[src/rtl/wave_gen_pkg.sv]
// wave_gen_pkg: shared types and helpers for the waveform generator.
//   mode_e   waveform shape selected by cfg_mode
//   dir_e    direction of the internal sample counter
//   start_dir  counter direction at the start of a period for a given mode
// The config record (mode/lo/hi/step) depends on the WIDTH parameter of
// the instantiating module, so each module declares its own packed cfg_t.
package wave_gen_pkg;

   typedef enum logic [1:0] {
      TRI      = 2'd0,
      SAW_UP   = 2'd1,
      SAW_DOWN = 2'd2,
      SQUARE   = 2'd3
   } mode_e;

   typedef enum logic {
      UP   = 1'b0,
      DOWN = 1'b1
   } dir_e;

   localparam int DEF_WIDTH = 8;
   localparam int DEF_LO_VAL = 0;
   localparam int DEF_HI_VAL = 127;
   localparam int DEF_STEP_VAL = 1;

   function automatic dir_e start_dir(input mode_e mode);
      return (mode == SAW_DOWN) ? DOWN : UP;
   endfunction

endpackage

[src/rtl/wave_cfg_shadow.sv]
// wave_cfg_shadow: config handshake with validation, a one-deep pending
// slot and the active config register.
// Ports:
//   clk, reset              clock, synchronous active-high reset
//   cfg_valid/cfg_ready     request handshake; ready is low while a config is pending
//   cfg_mode/lo/hi/step     requested config
//   apply                   from the counter: move pending into active this cycle
//   cfg_err                 one-cycle pulse when an accepted request is malformed
//   pend_valid/mode/lo/hi   pending config, used by the counter to load the new start value
//   act_mode/lo/hi/step     active config driving the counter
module wave_cfg_shadow
   import wave_gen_pkg::*;
#(
   parameter int WIDTH    = DEF_WIDTH,
   parameter int DEF_LO   = DEF_LO_VAL,
   parameter int DEF_HI   = DEF_HI_VAL,
   parameter int DEF_STEP = DEF_STEP_VAL
) (
   input  logic             clk,
   input  logic             reset,
   input  logic             cfg_valid,
   output logic             cfg_ready,
   input  logic [1:0]       cfg_mode,
   input  logic [WIDTH-1:0] cfg_lo,
   input  logic [WIDTH-1:0] cfg_hi,
   input  logic [WIDTH-1:0] cfg_step,
   input  logic             apply,
   output logic             cfg_err,
   output logic             pend_valid,
   output mode_e            pend_mode,
   output logic [WIDTH-1:0] pend_lo,
   output logic [WIDTH-1:0] pend_hi,
   output mode_e            act_mode,
   output logic [WIDTH-1:0] act_lo,
   output logic [WIDTH-1:0] act_hi,
   output logic [WIDTH-1:0] act_step
);

   typedef struct packed {
      mode_e            mode;
      logic [WIDTH-1:0] lo;
      logic [WIDTH-1:0] hi;
      logic [WIDTH-1:0] step;
   } cfg_t;

   cfg_t act_q, act_d;
   cfg_t pend_q, pend_d;
   logic pend_valid_q, pend_valid_d;
   logic err_q, err_d;
   logic req_ok;

   always_comb begin
      act_d        = act_q;
      pend_d       = pend_q;
      pend_valid_d = pend_valid_q;
      err_d        = 1'b0;
      req_ok       = (cfg_lo < cfg_hi) && (cfg_step != '0);

      // apply needs a pending entry and accept needs an empty slot, so the
      // two never fire in the same cycle.
      if (apply) begin
         act_d        = pend_q;
         pend_valid_d = 1'b0;
      end

      if (cfg_valid && !pend_valid_q) begin
         if (req_ok) begin
            pend_d       = '{mode: mode_e'(cfg_mode), lo: cfg_lo, hi: cfg_hi, step: cfg_step};
            pend_valid_d = 1'b1;
         end else begin
            err_d = 1'b1;
         end
      end
   end

   always_ff @(posedge clk) begin
      if (reset) begin
         act_q        <= '{mode: TRI, lo: WIDTH'(DEF_LO), hi: WIDTH'(DEF_HI), step: WIDTH'(DEF_STEP)};
         pend_q       <= '0;
         pend_valid_q <= 1'b0;
         err_q        <= 1'b0;
      end else begin
         act_q        <= act_d;
         pend_q       <= pend_d;
         pend_valid_q <= pend_valid_d;
         err_q        <= err_d;
      end
   end

   assign cfg_ready  = ~pend_valid_q;
   assign cfg_err    = err_q;
   assign pend_valid = pend_valid_q;
   assign pend_mode  = pend_q.mode;
   assign pend_lo    = pend_q.lo;
   assign pend_hi    = pend_q.hi;
   assign act_mode   = act_q.mode;
   assign act_lo     = act_q.lo;
   assign act_hi     = act_q.hi;
   assign act_step   = act_q.step;

endmodule

[src/rtl/wave_gen.sv]
// wave_gen: parametrised waveform generator (triangle, sawtooth up/down,
// square) with programmable floor, ceiling and step.
// Ports:
//   clk, reset            clock, synchronous active-high reset
//   en                    advance one step per cycle when high, hold when low
//   cfg_valid/cfg_ready   config handshake
//   cfg_mode/lo/hi/step   requested config
//   cfg_err               one-cycle pulse on a rejected request
//   wave                  current sample
//   count_down            counter direction, 1 = descending
//   period_pulse          one-cycle pulse when wave loads the period start value
//
// Direction FSM:
//   state | meaning
//   UP    | counter ascending towards hi
//   DOWN  | counter descending towards lo
module wave_gen
   import wave_gen_pkg::*;
#(
   parameter int WIDTH    = DEF_WIDTH,
   parameter int DEF_LO   = DEF_LO_VAL,
   parameter int DEF_HI   = DEF_HI_VAL,
   parameter int DEF_STEP = DEF_STEP_VAL
) (
   input  logic             clk,
   input  logic             reset,
   input  logic             en,
   input  logic             cfg_valid,
   output logic             cfg_ready,
   input  logic [1:0]       cfg_mode,
   input  logic [WIDTH-1:0] cfg_lo,
   input  logic [WIDTH-1:0] cfg_hi,
   input  logic [WIDTH-1:0] cfg_step,
   output logic             cfg_err,
   output logic [WIDTH-1:0] wave,
   output logic             count_down,
   output logic             period_pulse
);

   logic [WIDTH-1:0] c_q, c_d;
   logic [WIDTH-1:0] wave_q, wave_d;
   dir_e             dir_q, dir_d;
   logic             pulse_q, pulse_d;

   logic             pend_valid;
   mode_e            pend_mode, act_mode, sel_mode;
   logic [WIDTH-1:0] pend_lo, pend_hi;
   logic [WIDTH-1:0] act_lo, act_hi, act_step;
   logic [WIDTH-1:0] sel_lo, sel_hi;

   logic             apply;
   logic             bnd;
   logic [WIDTH-1:0] nxt_c;
   dir_e             nxt_dir;
   logic [WIDTH:0]   up_sum;
   logic [WIDTH:0]   lo_step;

   wave_cfg_shadow #(
      .WIDTH    (WIDTH),
      .DEF_LO   (DEF_LO),
      .DEF_HI   (DEF_HI),
      .DEF_STEP (DEF_STEP)
   ) u_shadow (
      .clk        (clk),
      .reset      (reset),
      .cfg_valid  (cfg_valid),
      .cfg_ready  (cfg_ready),
      .cfg_mode   (cfg_mode),
      .cfg_lo     (cfg_lo),
      .cfg_hi     (cfg_hi),
      .cfg_step   (cfg_step),
      .apply      (apply),
      .cfg_err    (cfg_err),
      .pend_valid (pend_valid),
      .pend_mode  (pend_mode),
      .pend_lo    (pend_lo),
      .pend_hi    (pend_hi),
      .act_mode   (act_mode),
      .act_lo     (act_lo),
      .act_hi     (act_hi),
      .act_step   (act_step)
   );

   always_comb begin
      // One extra bit so neither the step sum nor lo+step can wrap.
      up_sum  = {1'b0, c_q} + {1'b0, act_step};
      lo_step = {1'b0, act_lo} + {1'b0, act_step};
      nxt_c   = c_q;
      nxt_dir = dir_q;
      bnd     = 1'b0;

      case (act_mode)
         SAW_UP: begin
            nxt_dir = UP;
            if (c_q >= act_hi) begin
               nxt_c = act_lo;
               bnd   = 1'b1;
            end else if (up_sum >= {1'b0, act_hi}) begin
               nxt_c = act_hi;
            end else begin
               nxt_c = up_sum[WIDTH-1:0];
            end
         end
         SAW_DOWN: begin
            nxt_dir = DOWN;
            if (c_q <= act_lo) begin
               nxt_c = act_hi;
               bnd   = 1'b1;
            end else if ({1'b0, c_q} <= lo_step) begin
               nxt_c = act_lo;
            end else begin
               nxt_c = c_q - act_step;
            end
         end
         default: begin
            // TRI and SQUARE share the triangle counter. Landing exactly on
            // lo+step clamps to lo so the floor is held for one cycle only,
            // mirroring the ceiling.
            if (dir_q == UP) begin
               if (up_sum >= {1'b0, act_hi}) begin
                  nxt_c   = act_hi;
                  nxt_dir = DOWN;
               end else begin
                  nxt_c = up_sum[WIDTH-1:0];
               end
            end else begin
               if ({1'b0, c_q} <= lo_step) begin
                  nxt_c   = act_lo;
                  nxt_dir = UP;
                  bnd     = 1'b1;
               end else begin
                  nxt_c = c_q - act_step;
               end
            end
         end
      endcase

      // While disabled there is no boundary to wait for, so a pending
      // config goes live on the next clock.
      apply = pend_valid & (~en | bnd);

      c_d      = c_q;
      dir_d    = dir_q;
      pulse_d  = 1'b0;
      sel_mode = act_mode;
      sel_lo   = act_lo;
      sel_hi   = act_hi;

      if (apply) begin
         sel_mode = pend_mode;
         sel_lo   = pend_lo;
         sel_hi   = pend_hi;
         c_d      = (pend_mode == SAW_DOWN) ? pend_hi : pend_lo;
         dir_d    = start_dir(pend_mode);
         pulse_d  = en;
      end else if (en) begin
         c_d     = nxt_c;
         dir_d   = nxt_dir;
         pulse_d = bnd;
      end

      wave_d = (sel_mode == SQUARE) ? ((dir_d == DOWN) ? sel_lo : sel_hi) : c_d;
   end

   always_ff @(posedge clk) begin
      if (reset) begin
         c_q     <= WIDTH'(DEF_LO);
         wave_q  <= WIDTH'(DEF_LO);
         dir_q   <= UP;
         pulse_q <= 1'b0;
      end else begin
         c_q     <= c_d;
         wave_q  <= wave_d;
         dir_q   <= dir_d;
         pulse_q <= pulse_d;
      end
   end

   assign wave         = wave_q;
   assign count_down   = (dir_q == DOWN);
   assign period_pulse = pulse_q;

endmodule

[config.mk]
export PLATFORM = sky130hd
export DESIGN_NAME = wave_gen
export DESIGN_NICKNAME = d
export VERILOG_FILES = /design/src/rtl/wave_gen_pkg.sv /design/src/rtl/wave_cfg_shadow.sv /design/src/rtl/wave_gen.sv
export SDC_FILE = /design/constraint.sdc
export NUM_CORES = 1
export LEC_CHECK = 0
export CORE_UTILIZATION = 55
export CTS_BUF_LIST = sky130_fd_sc_hd__clkbuf_8
export DETAILED_ROUTE_END_ITERATION = 10
export PLACE_DENSITY = 0.91
export SLEW_MARGIN = 40
export SYNTH_ARGS = -nofsm -noshare
export SYNTH_HDL_FRONTEND = slang
export SYNTH_SLANG_ARGS = --single-unit
[constraint.sdc]
create_clock -name clk -period 3.9 [get_ports clk]
set_input_delay 1.17 -clock clk [delete_from_list [all_inputs] [get_ports clk]]
set_output_delay 1.17 -clock clk [all_outputs]
set_load 0.1 [all_outputs]
==> results of run 1 <==
==> timing repair <==
action / 4_1_cts / 5_1_grt
hold endpoints to repair: 0 / 0
pin swaps: 48 / 70
resized for setup: 59 / 100
buffers inserted: 16 / 18
gates cloned: 0 / 5
endpoints found under the setup margin: 43 / 43
==> cells in the mapped netlist (all sizes together) (5+ instances only) <==
| cell | n | area share, % |
|---|---|---|
| xor2 | 7 | 1.1 |
| nor2 | 49 | 3.5 |
| o22ai | 5 | 0.69 |
| clkbuf | 15 | 1.0 |
| o21bai | 5 | 0.69 |
| xnor2 | 10 | 1.6 |
| mux2i | 46 | 8.4 |
| nor2b | 10 | 1.2 |
| a21oi | 57 | 5.2 |
| nand3 | 11 | 1.0 |
| nand2b | 6 | 0.69 |
| dfxtp | 72 | 26 |
| or2 | 6 | 0.69 |
| o21ai | 23 | 2.1 |
| inv | 42 | 2.9 |
| buf | 19 | 2.0 |
| a221oi | 5 | 0.80 |
| a221o | 7 | 1.3 |
| o211ai | 11 | 1.5 |
| a21o | 13 | 1.8 |
| a31oi | 6 | 0.69 |
| a211oi | 8 | 1.1 |
| nor3 | 7 | 0.64 |
| and3 | 6 | 0.69 |
| ha | 64 | 15 |
| nand2 | 90 | 6.2 |
==> critical path: stages (launching register included) <==
cell	delay (ns)
dfxtp_1	0.36
ha_1	0.38
inv_1	0.09
o21bai_1	0.18
a21oi_2	0.08
buf_4	0.14
buf_4	0.12
buf_4	0.14
xnor2_2	0.14
ha_1	0.31
or3_1	0.11
a21oi_1	0.07
a311o_1	0.37
or2_4	0.30
a22oi_2	0.27
a21o_1	0.28
buf_6	0.14
buf_4	0.11
nand3_1	0.13
o21ai_2	0.17
mux2_2	0.41
==> registers in the layout, summed over array words and instances (netlist names) <==
signal / flops
period_pulse: 1
u_shadow.pend_hi: 8
c_q: 8
u_shadow.pend_mode: 2
u_shadow.act_hi: 8
count_down: 1
u_shadow.pend_lo: 8
u_shadow.cfg_err: 1
u_shadow.act_mode: 2
u_shadow.pend_valid: 1
wave: 8
u_shadow.act_step: 8
u_shadow.pend_q: 8
u_shadow.act_lo: 8
==> metal layers <==
metal	GRT usage (%)	vias up	wire length (um)
met3	5.80	216	2980
met2	61.6	620	10900
met1	45.7	2977	8340
met5	0	-	0
met4	32.2	0	2540
li1	-	2687	-
==> stage by stage <==
step	hold WS, ns	setup TNS [ns]	worst slack, ns	cells
3_5_place_dp	0.450	-7.66	-0.358	890
6_report	0.506	-15.35	-0.517	945
2_1_floorplan	0.424	0	0.000593	666
3_3_place_gp	0.442	-2.01	-0.202	890
5_1_grt	0.512	-18.24	-0.618	945
4_1_cts	0.461	-1.48	-0.181	922
==> cell families after synthesis <==
group                      Yosys count  share of synthesized area (%)
AOI/OAI and AO/OA                  179                           22.9
and+or+nand+nor                    205                           17.2
DFF                                 72                           26.3
xor gates and xnor gates            17                           2.72
adders and majority gates           67                           15.7
muxes                               49                           9.10
buffers and inverters               77                           5.97
==> final cells by class <==
type                            instances  area share, %
Clock buffer                            9           1.59
Inverter                               43           2.07
Timing Repair Buffer                  164           19.7
Multi-Input combinational cell        517           54.9
Tap cell                              133           2.14
Clock inverter                          7          0.997
Sequential cell                        72           18.6
==> worst max-delay path by stage <==
| stage | from | endpoint | slack [ns] | cells past startpoint |
|---|---|---|---|---|
| 6_report | u_shadow.act_lo[3] | wave[0] | -0.52 | 20 |
| 2_1_floorplan | u_shadow.act_lo[0] | wave[1] | 0.0006 | 17 |
| 3_5_place_dp | u_shadow.act_lo[0] | wave[4] | -0.36 | 17 |
| 5_1_grt | u_shadow.act_lo[3] | wave[0] | -0.62 | 20 |
| 4_1_cts | u_shadow.act_step[0] | wave[4] | -0.18 | 17 |
| 3_3_place_gp | u_shadow.act_lo[1] | wave[6] | -0.20 | 19 |
==> report_power, final <==
part / total, mW / switching (mW) / leakage (nW) / internal [mW]
Sequential: 0.856 / 0.0702 / 0.590 / 0.786
Combinational: 1.21 / 0.681 / 2.99 / 0.527
Clock: 0.637 / 0.334 / 0.101 / 0.302
Total: 2.70 / 1.09 / 3.68 / 1.61
==> impl_metrics.toml, run 1 <==
[layout]
seqCellArea_um2 = 1450
multiInputGateArea_um2 = 4270
layout.nets = 904
post-route-cell-area_um2 = 7780
final_common_cell = "buf_4"
fillers = 514
area_growth_pct = 42.2
drive_above_1_share_pct = 32.8
layout_common_cells = "buf_4 (92), dfxtp_1 (68), nand2_1 (67)"
diodes = 0
final_util_pct = 80.0

[sta]
finalMaxSlewViolations = 0
fin_ws_ns = -0.517
setup_viol = 44
rsz0062_at_grt = "yes"
fin_skew_ns = 0.0150
finalHoldViolCount = 0
period_minus_slack_ns = 4.42
fmax_mhz = 226
finalCritPeriodShare_pct = 113
relSlewSlack_pct = 39.4
worst_pin_slew_ns = 0.909

[worst_setup_path]
r2r_slack_ns = -0.52
cp_max_fo = 4
crit_arrival_ns = 4.68
crit_path_start_kind = "register"
r2r-end = "wave[0]"
required_ns = 4.17
worstSetupPathType = "reg2reg"
rr_startpoint = "u_shadow.act_lo[3]"
rr_worst_depth = 20
endpoint_kind = "register"

[outcome]
violations = "setup timing"
status = "finished, violations left"

[clocking]
clk_latency_ns = 0.37
clockRootBuffer = "clkbuf_8"
cts.sinks = 72
clk_path_buf_depth = 2
htreeDepth = 3
cts_buffers = 9
cts_tree = "yes"
hold_buffers = 0
clk_transition_reported_paths_ns = 0.10

[min_path]
holdCritStartpoint = "u_shadow.pend_q[4]"
min_path_cells = 2
hold_end = "u_shadow.act_step[4]"
hold_path.class = "reg2reg"

[yosys]
syn_inst = 666
yosys_warnings = 0
ys_ff_latch = 72
syn_area_um2 = 5470
ys_seq_area_share_pct = 26.3
synth_flop_cell = "dfxtp_1"
synth-edff-count = 0
syn-num-nets = 763
yosysUniqueCellTypes = 72
synthArstFlopShare_pct = 0
syn_area_per_cell_um2 = 8.22

[routing]
wirelength_um = 24800
vias = 6500
ant_nets = 0
drc = 0
wire_per_inst_um = 26.2
drtIter0Drc = 768
viasPerCell = 6.88
drt_pass1_iterations = 9

[floorplanning]
io_pins = 42
fp.dieW_um = 102
core_area_um2 = 9730
die_h_um = 102
row_count = 36
die_area_um2 = 10400
initial_core_util_pct = 56.3

[global_route]
antenna_found_initial = 0
grt_overflow = 0
grt_pass1_vias = 5624
grt_use_total_pct = 38.6
grt_max_degree = 65
grt_pass1_wl_um = 29300

[placed_design]
hpwl_um = 14500
io_buffers = 41
place_area_um2 = 6510
finalWeightedCongestion = 1.09

[pwr]
irDropWorstVdd_v = 0.000354
leakage_nw = 3.68
power.density_nw_per_um2 = 347
power_mw = 2.70

[run]
cap_violations = 0
Note: power is estimated with default switching activity, not from simulation.
==> inputs of run 2 (changes only) <==
--- a/config.mk
+++ b/config.mk
@@ -8,7 +8,7 @@
 export CORE_UTILIZATION = 55
 export CTS_BUF_LIST = sky130_fd_sc_hd__clkbuf_8
 export DETAILED_ROUTE_END_ITERATION = 10
-export PLACE_DENSITY = 0.91
+export PLACE_DENSITY = 0.88
 export SLEW_MARGIN = 40
 export SYNTH_ARGS = -nofsm -noshare
 export SYNTH_HDL_FRONTEND = slang
==> constraint.sdc (replaced) <==
create_clock -name clk -period 4.18 [get_ports clk]
set_input_delay 1.254 -clock clk [delete_from_list [all_inputs] [get_ports clk]]
set_output_delay 1.254 -clock clk [all_outputs]
set_load 0.1 [all_outputs]
==> impl_metrics.toml, run 2 (synthesis results as in run 1) <==
[layout]
diodes = 0
area_growth_pct = 28.9
drive_above_1_share_pct = 22.9
layout_common_cells = "nand2_1 (88), buf_4 (77), dfxtp_1 (67)"
instances_no_fill = 909
final_common_cell = "nand2_1"
layout.nets = 868
fillers = 686

[sta]
tns_ns = -0.0385
finalMaxSlewViolations = 0
hold_ws_ns = 0.463
period_minus_slack_ns = 4.21
fin_ws_ns = -0.0253
finalHoldViolCount = 0
fmax_mhz = 238
worst_pin_slew_ns = 0.640
setup_viol = 2
fin_skew_ns = 0.0109
rsz0062_at_grt = "yes"
finalCritPeriodShare_pct = 101
relSlewSlack_pct = 56.9

[worst_setup_path]
r2r_slack_ns = -0.03
rr_startpoint = "u_shadow.act_lo[1]"
cp_num_buf_inv = 3
crit_cells = 18
worstPathCellList = "ha_4, a21o_1, a21oi_2, o21bai_1, a21oi_2, buf_4, buf_4, buf_4, xnor2_1, ha_1, or3_4, a21oi_2, a311o_1, or2_4, a22oi_2, a21o_4, o21ai_0, mux2_2"
worstSetupPathType = "reg2reg"
startpoint = "u_shadow.act_lo[1]"
crit_arrival_ns = 4.45
cp_slowest_cell = "o21ai_0"
path_delay_family = "compound AO/OA/AOI/OAI gates"
crit_end = "wave[0]"
required_ns = 4.42
r2r-end = "wave[0]"
crit_path_start_kind = "register"
rr_worst_depth = 18
cp_max_fo = 7
endpoint_kind = "register"
cpPeakStageDelay_ns = 0.54

[floorplanning]
fp.dieW_um = 102
core_area_um2 = 9730
row_count = 36
initial_core_util_pct = 56.3
die_area_um2 = 10400
io_pins = 42
die_h_um = 102

[routing]
wirelength_um = 20000
drtIter0Drc = 573
drt-met1-wl_um = 7720
highest_layer = "met4"
drt_pass1_iterations = 5
wire_per_inst_um = 22.0
viasPerCell = 6.27
ant_nets = 0
dr_wl_met3_um = 1580
drc = 0
vias = 5698
dr_wl_met2_um = 9240

[outcome]
status = "finished, violations left"
violations = "setup timing"

[clocking]
cts.sinks = 72
clk_path_buf_depth = 2
cts_buffers = 9
hold_buffers = 0
cts_tree = "yes"
clk_transition_reported_paths_ns = 0.08
clk_latency_ns = 0.36
htreeDepth = 3
clockRootBuffer = "clkbuf_8"

[min_path]
hold_path.class = "reg2reg"

[pwr]
power.density_nw_per_um2 = 339
irDropWorstVdd_v = 0.000322
p_sw_share_pct = 37.8
pwr-share-comb_pct = 43.0
seqPwrFrac_pct = 32.9
power_switching_mw = 0.904
intPower_mw = 1.49
clockPowerShare_pct = 24.2
leakage_nw = 3.21

[global_route]
grt_pass1_wl_um = 29500
grt_pass1_vias = 5394
grt_use_total_pct = 38.9
grt_overflow = 0
grt_max_degree = 55
antenna_found_initial = 0

[placed_design]
dp_cells = 868
io_buffers = 41
hpwl_um = 14500
finalWeightedCongestion = 1.01

[run]
cap_violations = 0
run 2: how the worst min path moves through the flow:
stage	from	to	slack, ns	cells after the start
2_1_floorplan	u_shadow.pend_q[7]	u_shadow.act_step[7]	0.43	2
3_3_place_gp	u_shadow.pend_q[6]	u_shadow.act_step[6]	0.44	2
3_5_place_dp	u_shadow.pend_q[5]	u_shadow.act_step[5]	0.45	2
4_1_cts	u_shadow.pend_q[5]	u_shadow.act_step[5]	0.47	2
5_1_grt	u_shadow.pend_q[5]	u_shadow.act_step[5]	0.49	2
6_report	u_shadow.pend_q[5]	u_shadow.act_step[5]	0.46	2
run 2: power groups by stage:
| stage | clock network (mW) | logic, mW | registers (mW) |
|---|---|---|---|
| floorplan | 0 | 0.485 | 0.861 |
| global placement | 0 | 0.867 | 0.794 |
| detailed placement | 0 | 0.877 | 0.795 |
| CTS | 0.573 | 0.909 | 0.780 |
| global route | 0.610 | 1.09 | 0.789 |
| finish | 0.578 | 1.03 | 0.786 |
run 2: cell type report:
cell class / instances / area, um2 / area share (%)
Inverter: 43 / 161 / 2.29
Multi-Input combinational cell: 518 / 4000 / 56.7
Sequential cell: 72 / 1450 / 20.6
Tap cell: 133 / 166 / 2.36
Clock inverter: 5 / 55.1 / 0.780
Clock buffer: 11 / 151 / 2.15
Timing Repair Buffer: 127 / 1070 / 15.2
run 2: metrics by stage:
| stage | area, um2 | power [mW] | setup slack [ns] | utilization, % |
|---|---|---|---|---|
| after floorplan | 5470 | 1.35 | 0.187 | - |
| after global routing | 7060 | 2.48 | -0.142 | 72.5 |
| final | 7060 | 2.39 | -0.0253 | 72.5 |
| after detailed placement | 6330 | 1.67 | -0.204 | 65.0 |
| after CTS | 6780 | 2.26 | 0.00322 | 69.7 |
| after global placement | 6360 | 1.66 | -0.0870 | 65.4 |
run 2: what timing repair did:
action | 4_1_cts | 5_1_grt
pin swaps | 20 | 38
setup endpoints to repair | 13 | 25
buffers inserted | 16 | 9
resized for setup | 26 | 42
cloned | 2 | 0
run 2: metal layers:
layer	vias to the layer above	track usage, %
met5	-	0
met2	370	64.1
met1	2622	47.8
met4	0	24.5
li1	2606	-
met3	100	5.59
run 2: worst reg2reg max path, delay by kind of cell (launching register included):
kind | cells | cell delay (ns)
simple gates | 2 | 0.52
buf+inv | 3 | 0.40
xor+xnor | 1 | 0.12
flops | 1 | 0.35
compound gates | 9 | 1.72
mux | 1 | 0.41
fa+ha+maj | 2 | 0.57
